**src/rtl/vec_stream_pkg.sv**
```systemverilog
// Shared types and constants for the vector stream source.
package vec_stream_pkg;

  typedef enum logic [1:0] {
    VS_LOAD,
    VS_READY,
    VS_STREAM
  } vs_state_t;

  localparam int unsigned VS_FIFO_DEPTH = 2;

endpackage

```
**src/rtl/vs_mem.sv**
```systemverilog
// Vector storage: LEN x T, synchronous write, registered one-cycle read.
module vs_mem #(
  parameter int unsigned T   = 16,
  parameter int unsigned LEN = 112,
  parameter int unsigned AW  = $clog2(LEN)
) (
  input  logic          clk,
  input  logic          wr_en,
  input  logic [AW-1:0] wr_addr,
  input  logic [T-1:0]  wr_data,
  input  logic          rd_en,
  input  logic [AW-1:0] rd_addr,
  output logic [T-1:0]  rd_data
);

  logic [T-1:0] mem [LEN];

  always_ff @(posedge clk) begin
    if (wr_en) mem[wr_addr] <= wr_data;
    if (rd_en) rd_data <= mem[rd_addr];
  end

endmodule

```
**src/rtl/vec_stream_source.sv**
```systemverilog
// Buffers one LEN-word vector from the host port and replays it on x_data/x_valid/x_ready per start.
module vec_stream_source
  import vec_stream_pkg::*;
#(
  parameter int unsigned T   = 16,
  parameter int unsigned LEN = 112
) (
  input  logic         clk,
  input  logic         reset,
  input  logic [T-1:0] ld_data,
  input  logic         ld_valid,
  output logic         ld_ready,
  input  logic         start,
  input  logic         reload,
  output logic         busy,
  output logic [T-1:0] x_data,
  output logic         x_valid,
  input  logic         x_ready,
  output logic         done
);

  localparam int unsigned AW = $clog2(LEN);
  localparam logic [AW-1:0] LAST = AW'(LEN - 1);

  vs_state_t state_q, state_d;

  logic [AW-1:0] ld_cnt_q, rd_addr_q, hs_cnt_q;
  logic          rd_all_q, inflight_q, done_q;
  logic [T-1:0]  fifo_q [VS_FIFO_DEPTH];
  logic          head_q, tail_q;
  logic [1:0]    cnt_q;

  logic          ld_fire, rd_en, hs, push, pop, fifo_empty;
  logic [2:0]    occ;
  logic [T-1:0]  mem_q;

  vs_mem #(
    .T  (T),
    .LEN(LEN),
    .AW (AW)
  ) u_mem (
    .clk    (clk),
    .wr_en  (ld_fire),
    .wr_addr(ld_cnt_q),
    .wr_data(ld_data),
    .rd_en  (rd_en),
    .rd_addr(rd_addr_q),
    .rd_data(mem_q)
  );

  // The memory output register acts as the first skid stage: with the FIFO empty it drives
  // x_data directly, and is captured into the FIFO only when it is not consumed that cycle.
  assign fifo_empty = (cnt_q == 2'd0);
  assign x_valid    = !fifo_empty || inflight_q;
  assign x_data     = fifo_empty ? mem_q : fifo_q[head_q];
  assign hs         = x_valid && x_ready;
  assign pop        = hs && !fifo_empty;
  assign push       = inflight_q && !(hs && fifo_empty);
  assign occ        = 3'(cnt_q) + 3'(inflight_q);
  assign rd_en      = (state_q == VS_STREAM) && !rd_all_q && (occ < 3'(VS_FIFO_DEPTH));
  assign ld_fire    = ld_valid && (state_q == VS_LOAD);
  assign ld_ready   = (state_q == VS_LOAD);
  assign busy       = (state_q == VS_STREAM);
  assign done       = done_q;

  always_ff @(posedge clk or posedge reset) begin
    if (reset) state_q <= VS_LOAD;
    else       state_q <= state_d;
  end

  always_comb begin
    state_d = state_q;
    case (state_q)
      VS_LOAD:   if (ld_fire && ld_cnt_q == LAST) state_d = VS_READY;
      VS_READY: begin
        if (reload)     state_d = VS_LOAD;
        else if (start) state_d = VS_STREAM;
      end
      VS_STREAM: if (hs && hs_cnt_q == LAST) state_d = VS_READY;
      default:   state_d = VS_LOAD;
    endcase
  end

  always_ff @(posedge clk or posedge reset) begin
    if (reset) begin
      ld_cnt_q   <= '0;
      rd_addr_q  <= '0;
      hs_cnt_q   <= '0;
      rd_all_q   <= 1'b0;
      inflight_q <= 1'b0;
      done_q     <= 1'b0;
      head_q     <= 1'b0;
      tail_q     <= 1'b0;
      cnt_q      <= '0;
      for (int unsigned i = 0; i < VS_FIFO_DEPTH; i++) fifo_q[i] <= '0;
    end else begin
      done_q     <= (state_q == VS_STREAM) && hs && (hs_cnt_q == LAST);
      inflight_q <= rd_en;

      if (ld_fire) ld_cnt_q <= (ld_cnt_q == LAST) ? '0 : ld_cnt_q + 1'b1;

      if (state_q == VS_READY) begin
        rd_addr_q <= '0;
        rd_all_q  <= 1'b0;
        hs_cnt_q  <= '0;
        if (reload) ld_cnt_q <= '0;
      end else begin
        if (rd_en) begin
          if (rd_addr_q == LAST) rd_all_q <= 1'b1;
          else                   rd_addr_q <= rd_addr_q + 1'b1;
        end
        if (hs) hs_cnt_q <= hs_cnt_q + 1'b1;
      end

      if (push) begin
        fifo_q[tail_q] <= mem_q;
        tail_q         <= ~tail_q;
      end
      if (pop) head_q <= ~head_q;
      case ({push, pop})
        2'b10:   cnt_q <= cnt_q + 2'd1;
        2'b01:   cnt_q <= cnt_q - 2'd1;
        default: cnt_q <= cnt_q;
      endcase
    end
  end

endmodule

```
**config.mk**
```make
export PLATFORM = sky130hd
export DESIGN_NAME = vec_stream_source
export DESIGN_NICKNAME = d
export VERILOG_FILES = /design/src/rtl/vec_stream_pkg.sv /design/src/rtl/vs_mem.sv /design/src/rtl/vec_stream_source.sv
export SDC_FILE = /design/constraint.sdc
export NUM_CORES = 2
export LEC_CHECK = 0
export BUFFER_PORTS_ARGS = -buffer_cell sky130_fd_sc_hd__buf_4
export CAP_MARGIN = 10
export CORE_ASPECT_RATIO = 1.2
export CORE_UTILIZATION = 50
export DETAILED_ROUTE_END_ITERATION = 16
export PLACE_DENSITY_LB_ADDON = 0.05
export SLEW_MARGIN = 10
export SYNTH_ARGS = -nofsm -noshare
export SYNTH_HDL_FRONTEND = slang
export SYNTH_SLANG_ARGS = --single-unit
```
**constraint.sdc**
```tcl
create_clock -name clk -period 2.7 [get_ports clk]
set_input_delay 0.135 -clock clk [delete_from_list [all_inputs] [get_ports clk]]
set_output_delay 0.135 -clock clk [all_outputs]
set_load 0.01 [all_outputs]
```
==> run_results.csv <==
group,metric,value,unit
floorplan,dieArea,146800,um^2
power,ir_drop,0.7745,mV
drt,dr.pass1.iters,5,
synth,syn-num-nets,3549,
synth,yosys_warnings,0,
power,power,90.85,mW
worst_setup_path,critPathMaxFanout,9,
clock_network,cts.path.max_buffers,3,
clock_network,clock-root-buffer,"clkbuf_16",
worst_hold_path,hp-class,"input pin to flop",
floorplan,die_y,419.5,um
drt,ant_nets,0,
synth,synth.distinct_cells,69,
clock_network,tritoncts,"done",
floorplan,io_pins,42,
floorplan,rows,152,
synth,netlist_area,72640,um^2
power,power.density,1024,nW/um^2
place,dp_hpwl,133.4,mm
outcome,status,"finished with violations",
sta,relSlewSlack,24.91,%
drt,vias_per_cell,6.223,
drt,wl_met2,104.3,mm
worst_setup_path,criticalPathCategory,"flop to flop",
synth,netlist_instances,3523,
sta,report.final.slew_viol_count,0,
sta,grt_setup_unrepaired,"true",
sta,period_minus_slack,2.797,ns
place,io_buffer_count,41,
synth,avgSynthCellArea,20.62,um^2
grt,grt_pass1_vias,38707,
job,maxCapViolCount,0,
sta,finalHoldViolations,0,
synth,synth_seq_cells,1870,
place,dpl_cell_area,80440,um^2
synth,seq_area_frac_synth,76.88,%
drt,num_vias,39093,
clock_network,htreeDepth,4,
drt,totalWireLength,212.6,mm
synth,synth_commonest_cells,"edfxtp_1 (1808), mux4_2 (314), mux2i_1 (292), nor2_1 (159), nand2_1 (97)",
clock_network,cts.sinks,1870,
grt,grt_max_degree,113,
grt,antenna_found_initial,5,
worst_setup_path,arrival,3.33,ns
layout,final_util,61.76,%
power,power_leakage,29.61,nW
worst_setup_path,crit_path_start_kind,"flop",
layout,fin_nets,4226,
grt,grt_pass1_wl,294.3,mm
sta,setup_viol,11,
floorplan,dieWidth,349.9,um
drt,drc,0,
outcome,failed_checks,"negative setup slack",
worst_setup_path,end_kind,"flop",
layout,final_area,88680,um^2
grt,track_usage,29.04,%
sta,whs,0.1290,ns
drt,dr.first_iter.drc_count,4339,
sta,worstMarginPinSlew,1.124,ns
synth,synthFlopType,"edfxtp_1",
drt,met1_length,85.73,mm
synth,synth-edff-count,1808,
synth,yosysMostFrequentCell,"edfxtp_1",
drt,top_layer,"met5",
floorplan,core,143600,um^2
sta,clock.fmax,0.3576,GHz
synth,synth.top_cell.area_share,74.74,%
sta,finalCritPeriodShare,103.6,%
sta,setup_slack,-0.09669,ns
place,gp_congestion,0.9137,
synth,yosys.area.top_type,"edfxtp_1",
clock_network,clk_latency,0.82,ns
worst_setup_path,worstPathRequired,3.23,ns
sta,clock_skew,0.02469,ns
drt,wl_met3,15.29,mm
layout,syn2layout_area_growth,22.08,%
floorplan,start_util,50.59,%
synth,synth_area_leaders,"edfxtp_1 (75%), mux4_2 (9.7%), mux2i_1 (4.0%), dfrtp_1 (2.1%), mux4_1 (0.90%)",
drt,routedWlPerCell,33.84,um
layout,n_fill_cell,10068,
clock_network,clk_pin_slew_worst_paths,0.06,ns
grt,overflow,0,
layout,drive_gt1_share,33.12,%
synth,ys_async_sr_fraction,3.316,%
clock_network,cts_inserted_buffers,184,
## worst paths after layout
check	startpoint	endpoint	slack (ns)	depth (start not counted)
max	rd_addr_q[0]$_DFFE_PP0P_	u_mem.rd_data[8]$_DFFE_PP_	-0.1	11
min	reload	ld_cnt_q[6]$_DFF_PP0_	0.13	3
max reg2reg	rd_addr_q[0]$_DFFE_PP0P_	u_mem.rd_data[8]$_DFFE_PP_	-0.1	11
min reg2reg	tail_q$_DFFE_PP0P_	tail_q$_DFFE_PP0P_	0.50	1
max in group asynchronous	reset	rd_addr_q[1]$_DFFE_PP0P_	1.11	5
min in group asynchronous	reset	tail_q$_DFFE_PP0P_	0.40	4
## area by class of cell
class	instances	area, um^2	share of cell area (%)
Sequential cell	1870	55860	62.99
Multi-Input combinational cell	1447	16680	18.80
Timing Repair Buffer	689	8011	9.034
Clock buffer	227	4871	5.493
Tap cell	1925	2409	2.716
Clock inverter	113	815.8	0.9199
Inverter	8	30.03	0.03386
Antenna cell	3	7.507	0.008465
## critical path, stage by stage (launching register included)
cell	delay, ns
dfrtp_4	0.55
buf_12	0.15
clkbuf_16	0.17
buf_8	0.14
buf_16	0.15
mux4_2	0.43
o22ai_2	0.15
buf_4	0.16
a211oi_1	0.08
nor4_4	0.26
buf_4	0.20
a31oi_2	0.05
## cell families (layout without fill, tap and decap cells)
logic type	Yosys count	count (layout)	share of synthesized area, %
xor+xnor	21	21	0.2532
buf+inv	206	1037	1.709
fa+ha+maj	4	4	0.06890
other cells	0	3	0
mux	667	667	15.22
compound gates	354	354	3.381
simple gates	401	401	2.489
flops	1870	1870	76.88
## layer usage
layer / GRT usage [%] / up-vias
li1: - / 16014
met1: 39.97 / 20951
met2: 47.18 / 1785
met3: 4.520 / 337
met4: 10.59 / 6
met5: 0 / -
## metrics by stage
stage               setup slack [ns]  TNS, ns  cells
floorplan                   -0.05196   -19.73   3523
global placement             -0.6826   -5.019   5845
detailed placement           -0.7766   -4.994   5845
CTS                          -0.1255  -0.8273   6240
global route                 -0.1499  -0.7791   6280
finish                      -0.09669  -0.4575   6282
## state kept, by name, indices dropped and copies added (netlist names)
register,cells
rd_addr_q,7
u_mem.rd_data,16
cnt_q,2
done,1
u_mem.mem,1792
tail_q,1
inflight_q,1
fifo_q,32
hs_cnt_q,7
head_q,1
state_q,2
ld_cnt_q,7
rd_all_q,1
## power breakdown
group          total, mW  switching [mW]  internal (mW)
clock network       24.4            10.7           13.7
registers           33.3           0.807           32.5
logic               33.1            17.5           15.6
## placed cells by master (no fill, tap or decap), types with 10 or more instances in the layout
master / instances
dlygate4sd3_1: 23
nand2_1: 89
nor3_2: 12
a22oi_1: 27
mux2_2: 36
a21oi_1: 44
buf_12: 168
buf_16: 14
xnor2_1: 11
edfxtp_1: 1808
mux4_2: 315
a211oi_1: 11
o21ai_0: 41
nor2b_1: 25
clkinv_1: 53
clkinv_2: 33
a22o_1: 10
dfrtp_1: 56
nand3_1: 39
mux4_1: 24
o22ai_1: 53
clkbuf_16: 196
clkbuf_1: 37
buf_4: 431
bufinv_16: 10
xor2_1: 10
o21ai_1: 11
a22oi_2: 12
o221ai_1: 25
mux2i_1: 281
buf_6: 35
nor2_2: 18
nor2_1: 140
## timing repair
| action | in CTS | in global routing |
|---|---|---|
| hold buffers | 23 | 0 |
| pin swaps | 19 | 54 |
| buffers inserted | 26 | 41 |
| endpoints found under the setup margin | 18 | 18 |
| resized for setup | 140 | 150 |
| hold endpoints to repair | 848 | 0 |
| gates cloned | 7 | 8 |
Power figures use the tool's default switching activity.
